[src/rtl/sprite_addr_gen.sv]
// Sprite ROM address generator and vsync-timed animation sequencer.
// Build option: define SPRITE_MIRROR_EN to enable horizontal mirroring via the flip port.
module sprite_addr_gen #(
   parameter int unsigned SPRITE_W   = 64,
   parameter int unsigned SPRITE_H   = 112,
   parameter int unsigned FRAMES     = 8,
   parameter int unsigned FRAME_HOLD = 6
) (
   input  logic        vga_clk,
   input  logic        reset,
   input  logic [9:0]  draw_x,
   input  logic [9:0]  draw_y,
   input  logic        vsync,
   input  logic [9:0]  pos_x,
   input  logic [9:0]  pos_y,
   input  logic        flip,
   input  logic        anim_start,
   input  logic        loop,
   output logic [15:0] rom_address,
   output logic        sprite_on,
   output logic [2:0]  frame_idx,
   output logic        anim_done
);

   localparam int unsigned AW       = 24;
   localparam int unsigned FRAME_SZ = SPRITE_W * SPRITE_H;
   localparam int unsigned HW       = (FRAME_HOLD > 1) ? $clog2(FRAME_HOLD) : 1;

   typedef enum logic {IDLE, PLAY} state_t;

   state_t          state;
   logic            vsync_q;
   logic            tick;
   logic [9:0]      px;
   logic [9:0]      py;
   logic [HW-1:0]   hold;
   logic            loop_l;
   logic            fl;

   logic [10:0]     dx, dy, pxe, pye;
   logic            hx, hy, on_d;
   logic [10:0]     col, row, col_m;
   logic [AW-1:0]   addr_full;

   assign tick = vsync_q & ~vsync;

   // Position (and facing) only change on the vsync falling edge, so no mid-frame tearing
   always_ff @(posedge vga_clk or posedge reset) begin
      if (reset) begin
         vsync_q <= 1'b0;
         px      <= '0;
         py      <= '0;
      end else begin
         vsync_q <= vsync;
         if (tick) begin
            px <= pos_x;
            py <= pos_y;
         end
      end
   end

`ifdef SPRITE_MIRROR_EN
   always_ff @(posedge vga_clk or posedge reset) begin
      if (reset)     fl <= 1'b0;
      else if (tick) fl <= flip;
   end
`else
   assign fl = 1'b0;
   logic unused_flip;
   assign unused_flip = flip;
`endif

   // Hit test widened to 11 bits so the box never wraps past column/row 1023
   always_comb begin
      dx   = {1'b0, draw_x};
      dy   = {1'b0, draw_y};
      pxe  = {1'b0, px};
      pye  = {1'b0, py};
      hx   = (dx >= pxe) && (dx < pxe + 11'(SPRITE_W));
      hy   = (dy >= pye) && (dy < pye + 11'(SPRITE_H));
      on_d = hx & hy;
      col  = dx - pxe;
      row  = dy - pye;
`ifdef SPRITE_MIRROR_EN
      col_m = fl ? (11'(SPRITE_W - 1) - col) : col;
`else
      col_m = col | {10'd0, fl};
`endif
      addr_full = AW'(frame_idx) * AW'(FRAME_SZ)
                + AW'(row) * AW'(SPRITE_W)
                + AW'(col_m);
   end

   always_ff @(posedge vga_clk or posedge reset) begin
      if (reset) begin
         rom_address <= '0;
         sprite_on   <= 1'b0;
      end else begin
         rom_address <= on_d ? addr_full[15:0] : 16'd0;
         sprite_on   <= on_d;
      end
   end

   // Animation sequencer; a start pulse overrides any coincident tick
   always_ff @(posedge vga_clk or posedge reset) begin
      if (reset) begin
         state     <= IDLE;
         frame_idx <= '0;
         hold      <= '0;
         loop_l    <= 1'b0;
         anim_done <= 1'b0;
      end else begin
         anim_done <= 1'b0;
         if (anim_start) begin
            state     <= PLAY;
            frame_idx <= '0;
            hold      <= '0;
            loop_l    <= loop;
         end else begin
            case (state)
               IDLE: begin
                  frame_idx <= '0;
                  hold      <= '0;
               end
               PLAY: begin
                  if (tick) begin
                     if (hold == HW'(FRAME_HOLD - 1)) begin
                        hold <= '0;
                        if (frame_idx == 3'(FRAMES - 1)) begin
                           anim_done <= 1'b1;
                           frame_idx <= '0;
                           if (!loop_l) state <= IDLE;
                        end else begin
                           frame_idx <= frame_idx + 3'd1;
                        end
                     end else begin
                        hold <= hold + HW'(1);
                     end
                  end
               end
               default: state <= IDLE;
            endcase
         end
      end
   end

endmodule

[config.mk]
export PLATFORM = sky130hd
export DESIGN_NAME = sprite_addr_gen
export DESIGN_NICKNAME = d
export VERILOG_FILES = /design/src/rtl/sprite_addr_gen.sv
export SDC_FILE = /design/constraint.sdc
export NUM_CORES = 1
export LEC_CHECK = 0
export ABC_AREA = 1
export CAP_MARGIN = 20
export CORE_AREA = 5 5 87 89
export CTS_CLUSTER_SIZE = 24
export DETAILED_ROUTE_END_ITERATION = 8
export DIE_AREA = 0 0 92 94
export PLACE_DENSITY_LB_ADDON = 0.05
export SKIP_LAST_GASP = 1
export SLEW_MARGIN = 20
export SYNTH_ARGS = -nofsm -noshare
export SYNTH_HDL_FRONTEND = slang
export SYNTH_SLANG_ARGS = --single-unit
[constraint.sdc]
create_clock -name vga_clk -period 9 [get_ports vga_clk]
set_clock_uncertainty 0.05 [all_clocks]
set_input_delay 1.8 -clock vga_clk [delete_from_list [all_inputs] [get_ports vga_clk]]
set_output_delay 1.8 -clock vga_clk [all_outputs]
set_load 0.05 [all_outputs]
Word-level counts from Yosys, hierarchy flattened
Index checks and enable logic that the tools add are counted.
Storage, ports and cells
  bits in writable memories: 0
  ROM bits: 0
  latch bits: 0
  word-level logic and storage cells: 55
  register bits: 47
  input bits: 46
  memories kept: 0
  output and inout port bits: 21
Cells by class
  equality and inequality tests: 4
  reductions and logical operators: 3
  muxes and demuxes: 21
  bitwise operators: 4
  multiply operators: 1
  shift operators: 0
  add/subtract/negate cells: 8
  magnitude comparators: 4
  divide/modulo/power cells: 0
Operators by type and width (number)
  $add A10 B7 Y11 const B: 2
  $lt A10 B11 Y1: 2
  $mux W3: 7
  $ge A10 B10 Y1: 2
  $add A16 B11 Y16: 1
  $add A16 B16 Y16: 1
  $mux W16: 1
  $pmux W3 S2: 2
  $mux W1: 11
  $sub A10 B10 Y11: 1
  $sub A10 B10 Y10: 1
  $add A3 B1 Y3 const B: 2
  $eq A3 B3 Y1 const B: 2
  $mul A3 B3 Y6 const B: 1
  $ne A3 B2 Y1 const B: 2
  $and A1 B1 Y1: 2
  $logic_and A1 B1 Y1: 2
  $not A1 Y1: 2
  $reduce_and A2 Y1: 1

Depth between registers and ports, before layout
  word-level depth: 6
  gate-level depth with buffers: 22
  mapped depth without buffers: 22

Least setup slack after synthesis
No wires, ideal clock.
  path type: input to register
  start: input port draw_x[0]
  end: register rom_address[13]
  required time: 8830 ps
  slack: 4348 ps
  data arrival time: 4482 ps
  path buffers: 0
  stages: 20
  library setup time: 120 ps
  cells stage by stage: inv_1 ha_1 inv_1 fa_1 nand2_1 nand2_1 nand2_1 nand3_1 nand2_1 nand2_1 a21oi_1 fa_1 ha_1 a21oi_1 nand2_1 nand2_1 nand2_1 a21oi_1 xor2_1 nor2_2
On the way
  cells in the longest elaborated chain, start to end: 4
  elaborated cells on any way between the ends: 7
  classes of those cells: add/sub: 2; order compare: 2; mux: 1; bitwise: 1; reduce/logical: 1
Ends and longest elaborated chain
  start: declaration: RTL line 11  | input logic [9:0] draw_x,
  parallel branches: the longest is 3 deep, another holds $add A16 B11 Y16
  $mux W16 (*): RTL line 99  | rom_address <= on_d ? addr_full[15:0] : 16'd0;
  end signal: assignment: RTL line 99
  end: declaration: RTL line 19  | output logic [15:0] rom_address,
Mark *: on every way between the ends.
A chain may end at the register's enable or synchronous reset.

Worst setup path in the final report
Same ends and word-level chain as after synthesis.

==> qor.csv <==
metric,value,unit
dpl cells,621,
root buf cell,clkbuf_8,
synth top area cells,"dfrtp_1 (31%), ha_1 (18%), nand2_1 (12%)",
top layer in use,met4,
DRT iter0 DRCs,94,
"commonest non-fill, non-tap cell in the layout",nand2_1,
Power per Cell Area,183,mW/mm^2
"Seq/Total Area, Yosys",0.313,
"commonest cells after routing, fill and taps aside","nand2_1 (119), inv_1 (74), clkdlybuf4s50_1 (65), ha_1 (54), dfrtp_1 (47)",
fin crit period,5.07,ns
final period utilization,0.563,
area occupied by multi-input gates,0.00227,sq mm
Overall Power,0.000846,W
DRT Pass-1 Iters,4,
Die Span X,92,um
CP max stage cell,fa_1,
Syn Std Cell Area,0.00376,sq mm
mean routed wirelength per cell,12.4,um
final setup margin,3.93,ns
post-route insts no fill,629,
Detailed Place HPWL,6.53,mm
vias per inst,5.08,
max-cap check violation count,0,
Peak VDD IR,0.0725,mV
Residual DRC,0,
syn_nets,587,
final wirelength,7.80,mm
CP Class,input port to flip-flop,
Slew Limit Fails,0,
Fillers,581,
global-route wire length before repair,13.7,mm
Num CTS Buffers,5,
post-synth top area share,0.313,
Yosys reg bits,47,
Initial Utilization,0.563,
RSZ-0062 raised after global routing,no,
CP arrival,5.20,ns
total track usage,0.194,
I/O Pins,67,
Final setup violation count,0,
Final nets,656,
WP buf/inv,3,
clk sink count,47,
H-tree levels,2,
Vert. Die Dim,94,um
post-route ant nets,0,
met2 WL,3.72,mm
required time of the critical path,9.14,ns
final setup TNS,0,ns
Core Area,0.00668,sq mm
Post-Route M1 WL,3.61,mm
crit-path cells,clkdlybuf4s50_1 > inv_1 > ha_1 > inv_1 > fa_1 > nand2_1 > nand2_1 > nand2_1 > nand3_1 > nand2_1 > nand2_1 > a21oi_1 > fa_1 > ha_1 > a21oi_1 > nand2_1 > nand2_1 > nand2_1 > a21oi_1 > xor2_1 > nor2_2,
Yosys warnings,0,
Slew @ Worst Pin,0.504,ns
final RePlAce weighted congestion,0.889,
Mapped Avg Cell Area,7.83,sq um
Crit. End Element,flip-flop,
outcome,"finished, final reports clean",
area grow syn2layout,22.9,%
routed wl met3,380,um
"most used cell, CP",nand2_1,
Mapped Cells,480,
Worst setup SP type,input port,
post-synth top area cell,dfrtp_1,
layout cells sized above 1,0.0510,
CTS tree,done,
pin count of the biggest net entering global routing,48,
type of the tightest min-delay check,flip-flop to flip-flop,
initial antenna violation count,0,
Clock transition at path regs,0.09,ns
vias,3195,
row count,30,
Max clock buf depth,2,
setup bufs post-CTS,0,
post-synthesis cell type count,29,
Leak Pwr,2.42,nW
diode count,0,
grt total ovfl,0,
vias in the first global route,3178,
post-layout util,0.691,
Max stage delay on crit path,0.46,ns
f_max,197,MHz
CP max FO,5,
Hold Buf Count CTS,0,
Register Area,0.00118,sq mm
"Clk Latency, worst-skew pair",0.30,ns
number of port buffers,65,
"Hold Violations, Final",0,
Slew Limit Headroom,0.663,
die area,0.00865,sq mm
Top Family by Delay on Critical Path,adder cells,
# resized after CTS,0,
post-place setup slack,3.62,ns
stage by stage:
step                hold slack, ns  cell area, sq um
global route                 0.468              4620
floorplan                    0.387              3760
global placement             0.407              4490
finish                       0.438              4620
CTS                          0.445              4600
detailed placement           0.426              4490
cells in the mapped netlist:
cell      instances
a21o_1            1
a21oi_1          29
a21oi_2           1
a311oi_1          1
a31oi_1           4
buf_6             1
clkbuf_1          4
dfrtp_1          47
fa_1              7
ha_1             54
inv_1            75
inv_2             1
nand2_1         119
nand2_2           2
nand3_1          27
nand3_4           1
nand3b_1          3
nand4_1           4
nand4_2           1
nor2_1           26
nor2_2           10
nor2_4            1
nor3_1            3
o211a_1           1
o21ai_0          28
o21bai_1          2
o31a_1            1
xnor2_1           9
xor2_1           17
kinds of logic after synthesis:
logic type / after synthesis / share of synthesized area
fa+ha+maj: 61 / 0.217
compound gates: 68 / 0.0982
xor+xnor: 26 / 0.0606
buf+inv: 81 / 0.0829
flops: 47 / 0.313
simple gates: 197 / 0.228
tightest hold or removal path, stage by stage (launching register included):
cell	delay, ns
dfrtp_1	0.35
nand2_1	0.06
nand2_1	0.05
sequential cells by signal, indices dropped and copies added (netlist names):
register	count
rom_address	16
px	10
py	10
frame_idx	3
hold	3
anim_done	1
loop_l	1
sprite_on	1
state	1
vsync_q	1
cell type report:
type	count	share of cell area
Clock buffer	5	0.0149
Clock inverter	2	0.00813
Inverter	76	0.0618
Multi-Input combinational cell	352	0.492
Sequential cell	47	0.255
Tap cell	80	0.0217
Timing Repair Buffer	67	0.147
power by group:
| part | leakage, nW | total [W] | switching [W] | internal [W] |
|---|---|---|---|---|
| Combinational | 1.76 | 0.000441 | 0.000265 | 0.000176 |
| Clock | 0.0502 | 0.000153 | 0.0000717 | 0.0000812 |
| Sequential | 0.609 | 0.000252 | 0.0000150 | 0.000237 |
| Total | 2.42 | 0.000846 | 0.000351 | 0.000494 |
path summary, 6_finish.rpt:
kind,start,to,slack [ns],depth (start not counted)
setup / recovery,draw_x[0],rom_address[13],3.93,21
hold / removal,loop_l,loop_l,0.44,2
setup reg to reg,px[0],rom_address[13],5.45,19
hold reg to reg,loop_l,loop_l,0.44,2
max in group asynchronous,reset,frame_idx[0],6.70,3
min in group asynchronous,reset,rom_address[7],1.72,2
routing by layer:
metal | vias to the layer above | global-route usage
met4 | 0 | 0.0594
met2 | 69 | 0.337
met1 | 1443 | 0.250
li1 | 1676 | -
met3 | 7 | 0.0256
met5 | - | 0
(Power assumes the default switching activity.)
